--- src/rtl/dff_bank_sched.sv ---
// Round-robin scheduler sharing one preset/clear D flip-flop bank among
// NREQ requesters. Each granted operation drives the bank control lines
// for HOLD cycles, reads the bank back, and reports done/rd_data/err.
module dff_bank_sched #(
  parameter int WIDTH = 8,
  parameter int NREQ  = 4,
  parameter int HOLD  = 1
) (
  input  logic                  clk,
  input  logic                  clr,
  input  logic [NREQ-1:0]       req,
  input  logic [2*NREQ-1:0]     req_op,
  input  logic [WIDTH*NREQ-1:0] req_data,
  input  logic [WIDTH-1:0]      bank_q,
  output logic [NREQ-1:0]       gnt,
  output logic [NREQ-1:0]       done,
  output logic [WIDTH-1:0]      rd_data,
  output logic                  err,
  output logic                  busy,
  output logic [WIDTH-1:0]      bank_d,
  output logic                  bank_we,
  output logic                  bank_pre,
  output logic                  bank_clr
);

  localparam int IW = $clog2(NREQ);
  localparam int CW = (HOLD > 1) ? $clog2(HOLD) : 1;

  typedef enum logic [2:0] {
    S_IDLE,
    S_GRANT,
    S_DRIVE,
    S_VERIFY,
    S_DONE
  } state_t;

  typedef enum logic [1:0] {
    OP_LOAD   = 2'b00,
    OP_CLEAR  = 2'b01,
    OP_PRESET = 2'b10,
    OP_READ   = 2'b11
  } op_t;

  state_t           state_q, state_d;
  logic [IW-1:0]    rr_q, rr_d;
  logic [IW-1:0]    win_q, win_d;
  op_t              op_q, op_d;
  logic [WIDTH-1:0] data_q, data_d;
  logic [CW-1:0]    cnt_q, cnt_d;

  logic [NREQ-1:0]  gnt_q, gnt_d;
  logic [NREQ-1:0]  done_q, done_d;
  logic [WIDTH-1:0] rd_data_q, rd_data_d;
  logic             err_q, err_d;
  logic             busy_q, busy_d;
  logic [WIDTH-1:0] bank_d_q, bank_d_d;
  logic             bank_we_q, bank_we_d;
  logic             bank_pre_q, bank_pre_d;
  logic             bank_clr_q, bank_clr_d;

  logic             arb_found;
  logic [IW-1:0]    arb_idx;
  logic [IW-1:0]    arb_try;
  logic [WIDTH-1:0] exp_val;
  logic             drive_d;

  // Round-robin search starting at rr_q, wrapping mod NREQ; first set bit wins.
  always_comb begin
    arb_found = 1'b0;
    arb_idx   = '0;
    arb_try   = '0;
    for (int unsigned i = 0; i < NREQ; i++) begin
      arb_try = IW'((32'(rr_q) + i) % NREQ);
      if (!arb_found && req[arb_try]) begin
        arb_found = 1'b1;
        arb_idx   = arb_try;
      end
    end
  end

  // Next-state logic plus next values of every registered output.
  always_comb begin
    state_d   = state_q;
    rr_d      = rr_q;
    win_d     = win_q;
    op_d      = op_q;
    data_d    = data_q;
    cnt_d     = cnt_q;
    rd_data_d = rd_data_q;
    err_d     = err_q;

    case (op_q)
      OP_LOAD:   exp_val = data_q;
      OP_CLEAR:  exp_val = '0;
      OP_PRESET: exp_val = '1;
      default:   exp_val = '0;
    endcase

    case (state_q)
      S_IDLE: begin
        if (arb_found) begin
          state_d = S_GRANT;
          win_d   = arb_idx;
          op_d    = op_t'(req_op[2*32'(arb_idx) +: 2]);
          data_d  = req_data[WIDTH*32'(arb_idx) +: WIDTH];
          rr_d    = (arb_idx == IW'(NREQ-1)) ? '0 : arb_idx + 1'b1;
        end
      end
      S_GRANT: begin
        state_d = S_DRIVE;
        cnt_d   = CW'(HOLD-1);
      end
      S_DRIVE: begin
        if (cnt_q == '0) state_d = S_VERIFY;
        else             cnt_d   = cnt_q - 1'b1;
      end
      S_VERIFY: begin
        state_d   = S_DONE;
        rd_data_d = bank_q;
        err_d     = (op_q != OP_READ) && (bank_q != exp_val);
      end
      S_DONE:  state_d = S_IDLE;
      default: state_d = S_IDLE;
    endcase

    // Outputs are registered, so they are decoded from the state being entered.
    drive_d    = (state_d == S_DRIVE);
    gnt_d      = (state_d == S_GRANT) ? (NREQ'(1) << win_d) : '0;
    done_d     = (state_d == S_DONE)  ? (NREQ'(1) << win_d) : '0;
    busy_d     = (state_d != S_IDLE);
    bank_we_d  = drive_d && (op_d == OP_LOAD);
    bank_d_d   = bank_we_d ? data_d : '0;
    bank_clr_d = drive_d && (op_d == OP_CLEAR);
    bank_pre_d = drive_d && (op_d == OP_PRESET);
  end

  // State, latched request and output registers; clr aborts any operation.
  always_ff @(posedge clk) begin
    if (clr) begin
      state_q    <= S_IDLE;
      rr_q       <= '0;
      win_q      <= '0;
      op_q       <= OP_LOAD;
      data_q     <= '0;
      cnt_q      <= '0;
      gnt_q      <= '0;
      done_q     <= '0;
      rd_data_q  <= '0;
      err_q      <= 1'b0;
      busy_q     <= 1'b0;
      bank_d_q   <= '0;
      bank_we_q  <= 1'b0;
      bank_pre_q <= 1'b0;
      bank_clr_q <= 1'b0;
    end else begin
      state_q    <= state_d;
      rr_q       <= rr_d;
      win_q      <= win_d;
      op_q       <= op_d;
      data_q     <= data_d;
      cnt_q      <= cnt_d;
      gnt_q      <= gnt_d;
      done_q     <= done_d;
      rd_data_q  <= rd_data_d;
      err_q      <= err_d;
      busy_q     <= busy_d;
      bank_d_q   <= bank_d_d;
      bank_we_q  <= bank_we_d;
      bank_pre_q <= bank_pre_d;
      bank_clr_q <= bank_clr_d;
    end
  end

  assign gnt      = gnt_q;
  assign done     = done_q;
  assign rd_data  = rd_data_q;
  assign err      = err_q;
  assign busy     = busy_q;
  assign bank_d   = bank_d_q;
  assign bank_we  = bank_we_q;
  assign bank_pre = bank_pre_q;
  assign bank_clr = bank_clr_q;

endmodule

--- config.mk ---
export PLATFORM = sky130hd
export DESIGN_NAME = dff_bank_sched
export DESIGN_NICKNAME = d
export VERILOG_FILES = /design/src/rtl/dff_bank_sched.sv
export SDC_FILE = /design/constraint.sdc
export NUM_CORES = 1
export LEC_CHECK = 0
export CAP_MARGIN = 0
export CELL_PAD_IN_SITES_DETAIL_PLACEMENT = 1
export CELL_PAD_IN_SITES_GLOBAL_PLACEMENT = 2
export CORE_MARGIN = 4
export CORE_UTILIZATION = 25
export DETAILED_ROUTE_END_ITERATION = 8
export PLACE_DENSITY_LB_ADDON = 0.08
export SKIP_CTS_REPAIR_TIMING = 1
export SYNTH_ARGS = -nofsm -noshare
export SYNTH_HDL_FRONTEND = slang
export SYNTH_SLANG_ARGS = --single-unit
export TNS_END_PERCENT = 20
--- constraint.sdc ---
create_clock -name clk -period 2 [get_ports clk]
set_input_delay 0.2 -clock clk [delete_from_list [all_inputs] [get_ports clk]]
set_output_delay 0.2 -clock clk [all_outputs]
set_load 0.03 [all_outputs]
Word-level counts from Yosys, hierarchy flattened
Index checks and enable logic that the tools add are counted.
W data, S select, Z words.
- register bits: 47
- input port bits: 54
- output and inout bits: 29
- word-level logic and storage cells: 90
- shift operators: 3
- muxes and demuxes: 29
- bitwise operators: 3
- equality and inequality tests: 12
- reductions and logical operators: 19
- order comparisons: 4
- add/sub/neg operators: 5
- operators by type and width (operator ; number):
    $shiftx A32 B6 Y8 ; 1
    $mux W2 ; 9
    $mux W8 ; 2
    $pmux W8 S2 ; 1
    $lt A2 B3 Y1 const B ; 4
    $pmux W3 S4 ; 1
    $eq A3 B2 Y1 const B ; 3
    $mux W1 ; 9
    $bmux W1 S2 ; 4
    $ne A8 B8 Y1 ; 1
    $shiftx A8 B4 Y2 ; 1
    $logic_and A1 B1 Y1 ; 7
    $eq A2 B2 Y1 const B ; 3
    $eq A3 B1 Y1 const B ; 2
    $mux W3 ; 2
    $reduce_or A2 Y1 ; 3
    $add A2 B1 Y2 const B ; 2
    $add A2 B2 Y2 const B ; 2
    $logic_not A2 Y1 ; 2
    $shl A1 B2 Y4 const A ; 1
    $eq A3 B3 Y1 const B ; 1
    $logic_not A1 Y1 ; 3
    $logic_not A3 Y1 ; 1
    $not A1 Y1 ; 3
    other kinds (7) ; 7

Depth between registers and ports, before layout
Gate-level depths: netlist of the first run.
- word-level depth: 19
- depth in mapped cells: 8

Least setup slack after synthesis of the first run
Ideal clock, no wire load.
- path kind: register to register
- from: register rr_q[1]
- to: register data_q[2]
- path buffers: 2
- data arrival time: 1.412 ns
- data required time: 1.867 ns
- library setup time: 0.133 ns
- cell stages (with the launch flop): 8
- setup slack: 0.455 ns
- cell sequence: dfxtp_1 -> a21oi_1 -> nor3b_2 -> nor3_2 -> buf_4 -> buf_4 -> mux2i_1 -> o221ai_1
- longest elaborated chain between the ends: 15
- elaborated cells between the ends (all ways): 28
- those cells by class: add/sub (3); shift (1); mux (18); reduce/logical (6)
- RTL lines (item ; RTL line ; source):
    from (decl) ; 45 ; logic [IW-1:0] rr_q, rr_d;
    from (signal assigned) ; 157 ; rr_q <= rr_d;
    branches (longest 13 deep; another with $add A2 B1 Y2) ; -- ;
    $mux W8 (*) ; 101 ; if (arb_found) begin
    $mux W8 (*) ; 99 ; case (state_q)
    to (signal assigned) ; 160 ; data_q <= data_d;
    to (decl) ; 48 ; logic [WIDTH-1:0] data_q, data_d;
Every way passes the cells marked *. The select of a mux whose other input is x is not followed.
A chain may end at the register's enable or synchronous reset.

Final worst setup path of the first run
- from: register op_q[1]
- to: register err_q, in the netlist err
- longest elaborated chain between the ends: 4
- elaborated cells between the ends (all ways): 6
- those cells by class: eq/ne (3); mux (1); reduce/logical (2)
- RTL lines (item ; RTL line ; source):
    from (decl) ; 47 ; op_t op_q, op_d;
    from (signal assigned) ; 159 ; op_q <= op_d;
    $eq A2 B2 Y1 / $logic_not A2 Y1 (equally long branches) ; 92 ; case (op_q)
    $pmux W8 S2 ; 92 ;
    $ne A8 B8 Y1 ; 120 ; err_d = (op_q != OP_READ) && (bank_q != exp_val);
    $logic_and A1 B1 Y1 (*) ; 120 ;
    to (signal assigned) ; 165 ; err_q <= err_d;
    to (decl) ; 54 ; logic err_q, err_d;
Mark *: on every way between the ends. The rest lies on a longest branch, timed or not.

==> impl_metrics.csv, run 1 <==
group,metric,value,unit
clock_network,cts_buffers,5,
layout,fillers,969,
routing,first_iter_violations,60,
worst_hold_path,hold_end,"rd_data[4]",
synth,synth_nets,299,
sta,slew_violations,0,
layout,layout_commonest_cell,"clkdlybuf4s50_1",
global_route,globalRouteOverflowTotal,0,
layout,antenna_cells,0,
floorplan,die-area,0.0103,sq mm
clock_network,htree_levels,2,
floorplan,initial_core_util,0.262,
global_route,first_global_vias,2236,
setup_path,worst_ep_arrival_time,1.94,ns
floorplan,core-area,0.00838,sq mm
global_route,grt_usage,0.142,
setup_path,worst-setup-path-type,"register to register",
routing,via_count,2097,
clock_network,clk_pin_slew_worst_paths,0.09,ns
layout,final_cell_mix,"clkdlybuf4s50_1 (82), dfxtp_1 (46), nand2_1 (30), a21oi_1 (22), mux2i_1 (21)",
pwr,p_comb_frac,0.283,
clock_network,clock_latency,0.30,ns
synth,synth.ff_latch_count,46,
layout,seq_area,921,sq um
layout,finalNetCount,390,
global_route,grt_max_degree,28,
worst_hold_path,hold_path.class,"register to register",
synth,syn_inst,245,
pwr,switching_share,0.303,
layout,syn_to_final_growth,52.1,%
synth,syn-cell-area,0.00219,sq mm
worst_hold_path,hold_start,"rd_data[4]",
placed_design,port_buffers,82,
clock_network,cts_max_path_buffers,2,
global_route,antenna_found_initial,0,
clock_network,cts_num_sinks,46,
clock_network,root_buffer,"clkbuf_8",
pwr,netSwitchingPower,768,uW
pwr,power_frac_clock,0.281,
floorplan,dieHeight,102,um
synth,ys_seq_area_frac,0.420,
clock_network,cts_tree,"yes",
routing,viasPerCell,4.76,
flow_run,drv_cap,0,
worst_hold_path,worst_hold_path.num_cells,2,
synth,synth.avg_cell_area,8.95,sq um
layout,finalCoreUtilization,0.398,
synth,synth_cell_type_count,42,
setup_path,endpoint_kind,"register",
pwr,intPower,1.76,mW
setup_path,r2r_start,"op_q[1]",
synth,synth-edff-count,0,
pwr,pwr-share-seq,0.436,
setup_path,worstPathRequired,2.18,ns
sta,setup_tns,0,ns
floorplan,ios,83,
pwr,ir_drop,0.000279,V
sta,setup_viol,0,
global_route,grt_pass1_wl,11500,um
placed_design,routabilityCongestion,0.779,
sta,hold_viol_final,0,
setup_path,startpoint_type,"register",
placed_design,dp_hpwl,5330,um
routing,drc,0,
synth,yosysWarnings,0,
sta,fin_skew,0.0128,ns
layout,post_route_cells_drive_above_1_share,0.107,
routing,wl_per_cell,15.7,um
synth,async_flop_share,0,
routing,postRouteAntennaNets,0,
pwr,powerDensity,759,mW/mm^2
routing,drt_pass1_iterations,4,
setup_path,rr_endpoint,"err",
sta,relSlewSlack,0.510,
sta,worst_pin_slew,0.735,ns
pwr,p_leak,1.22,nW
sta,rsz0062_at_grt,"no",
pwr,power,2.53,mW
routing,wirelength,6910,um
floorplan,die_w,102,um
sta,timing.fmax,0.568,GHz
setup_path,critPathMaxFanout,20,
sta,period_needed,1.76,ns
run_status,status,"finished clean",
synth,synth-main-ff-cell,"dfxtp_1",
setup_path,r2r_slack,0.24,ns
layout,multi_input_area,0.00117,sq mm
setup_path,reg2reg_depth,5,
floorplan,rows,33,
sta,finalCritPeriodShare,0.880,
-- logic make-up (layout without fill, tap and decap cells) --
| group | after synthesis | after routing | synth area share |
|---|---|---|---|
| AO/OA/AOI/OAI | 55 | 55 | 0.172 |
| AND/OR/NAND/NOR | 102 | 102 | 0.265 |
| buffers and inverters | 21 | 112 | 0.0474 |
| multiplexers | 21 | 21 | 0.0959 |
| flip-flops | 46 | 46 | 0.420 |
-- cell usage after synthesis (all sizes together) (4+ instances only) --
| cell | number | area [sq um] |
|---|---|---|
| a21o | 4 | 30.0 |
| a21oi | 22 | 110 |
| a32oi | 4 | 35.0 |
| and2 | 6 | 37.5 |
| buf | 9 | 58.8 |
| clkbuf | 6 | 22.5 |
| dfxtp | 46 | 921 |
| inv | 6 | 22.5 |
| mux2i | 21 | 210 |
| nand2 | 31 | 119 |
| nand2b | 4 | 25.0 |
| nand3b | 8 | 60.1 |
| nor2 | 15 | 58.8 |
| nor3 | 14 | 75.1 |
| nor4 | 4 | 52.6 |
| nor4b | 6 | 52.6 |
| o221ai | 9 | 78.8 |
| or4 | 4 | 33.8 |
-- worst max-delay path: stages, from the launching register on --
cell and delay (ns):
dfxtp_1 0.54, or4_1 0.56, a21oi_1 0.18, o22ai_1 0.10, o21ai_0 0.19, a21oi_1 0.08
-- metal layers --
metal  vias to the layer above  GRT usage  wire, um
met2                        47      0.236      3350
met4                         0     0.0276        49
met1                       974      0.185      3150
li1                       1071          -         -
met5                         -          0         0
met3                         5     0.0379       359
-- final cells by class --
class / count / share of cell area
multi-input cells: 178 / 0.352
clock buffers: 6 / 0.0248
inverters: 6 / 0.00675
repair buffers: 99 / 0.292
well taps: 105 / 0.0394
clock inverters: 1 / 0.00901
flip-flops and latches: 46 / 0.276
-- sequential cells by signal, summed over array words and instances (netlist names), 3 cells and up --
register	count
state_q	3
rd_data	8
done	4
gnt	4
bank_d	8
data_q	8
-- metrics by stage --
stage	cells	hold slack, ns	area [sq um]	setup WS [ns]
final	441	0.459	3330	0.240
after global placement	434	0.444	3220	-0.0602
after CTS	441	0.465	3330	0.225
after detailed placement	434	0.451	3220	-0.101
after global routing	441	0.486	3330	0.0302
after floorplan	245	0.336	2190	0.455
-- worst max path at each step --
| stage | startpoint | endpoint | slack (ns) | depth (start not counted) |
|---|---|---|---|---|
| global route | op_q[1] | err | 0.03 | 5 |
| floorplan | rr_q[1] | data_q[2] | 0.45 | 7 |
| finish | op_q[1] | err | 0.24 | 5 |
| detailed placement | req[0] | data_q[6] | -0.10 | 7 |
| global placement | req[0] | data_q[6] | -0.06 | 7 |
| CTS | req[0] | data_q[6] | 0.22 | 7 |
-- power groups by stage --
| stage | registers, mW | logic (mW) | clock network (mW) |
|---|---|---|---|
| after floorplan | 1.11 | 0.402 | 0 |
| after global placement | 1.13 | 0.722 | 0 |
| after detailed placement | 1.13 | 0.724 | 0 |
| after CTS | 1.11 | 0.729 | 0.741 |
| after global routing | 1.12 | 0.798 | 0.776 |
| final | 1.10 | 0.717 | 0.711 |
No activity file was read; power rests on OpenSTA's default activity.
==> run 2: changes to the inputs <==
--- a/config.mk
+++ b/config.mk
@@ -5,7 +5,6 @@
 export SDC_FILE = /design/constraint.sdc
 export NUM_CORES = 1
 export LEC_CHECK = 0
-export CAP_MARGIN = 0
 export CELL_PAD_IN_SITES_DETAIL_PLACEMENT = 1
 export CELL_PAD_IN_SITES_GLOBAL_PLACEMENT = 2
 export CORE_MARGIN = 4
@@ -13,7 +12,7 @@
 export DETAILED_ROUTE_END_ITERATION = 8
 export PLACE_DENSITY_LB_ADDON = 0.08
 export SKIP_CTS_REPAIR_TIMING = 1
+export SLEW_MARGIN = 30
 export SYNTH_ARGS = -nofsm -noshare
 export SYNTH_HDL_FRONTEND = slang
 export SYNTH_SLANG_ARGS = --single-unit
-export TNS_END_PERCENT = 20
==> results of run 2 <==
Final layout, timing and power as in run 1 (identical DEF).
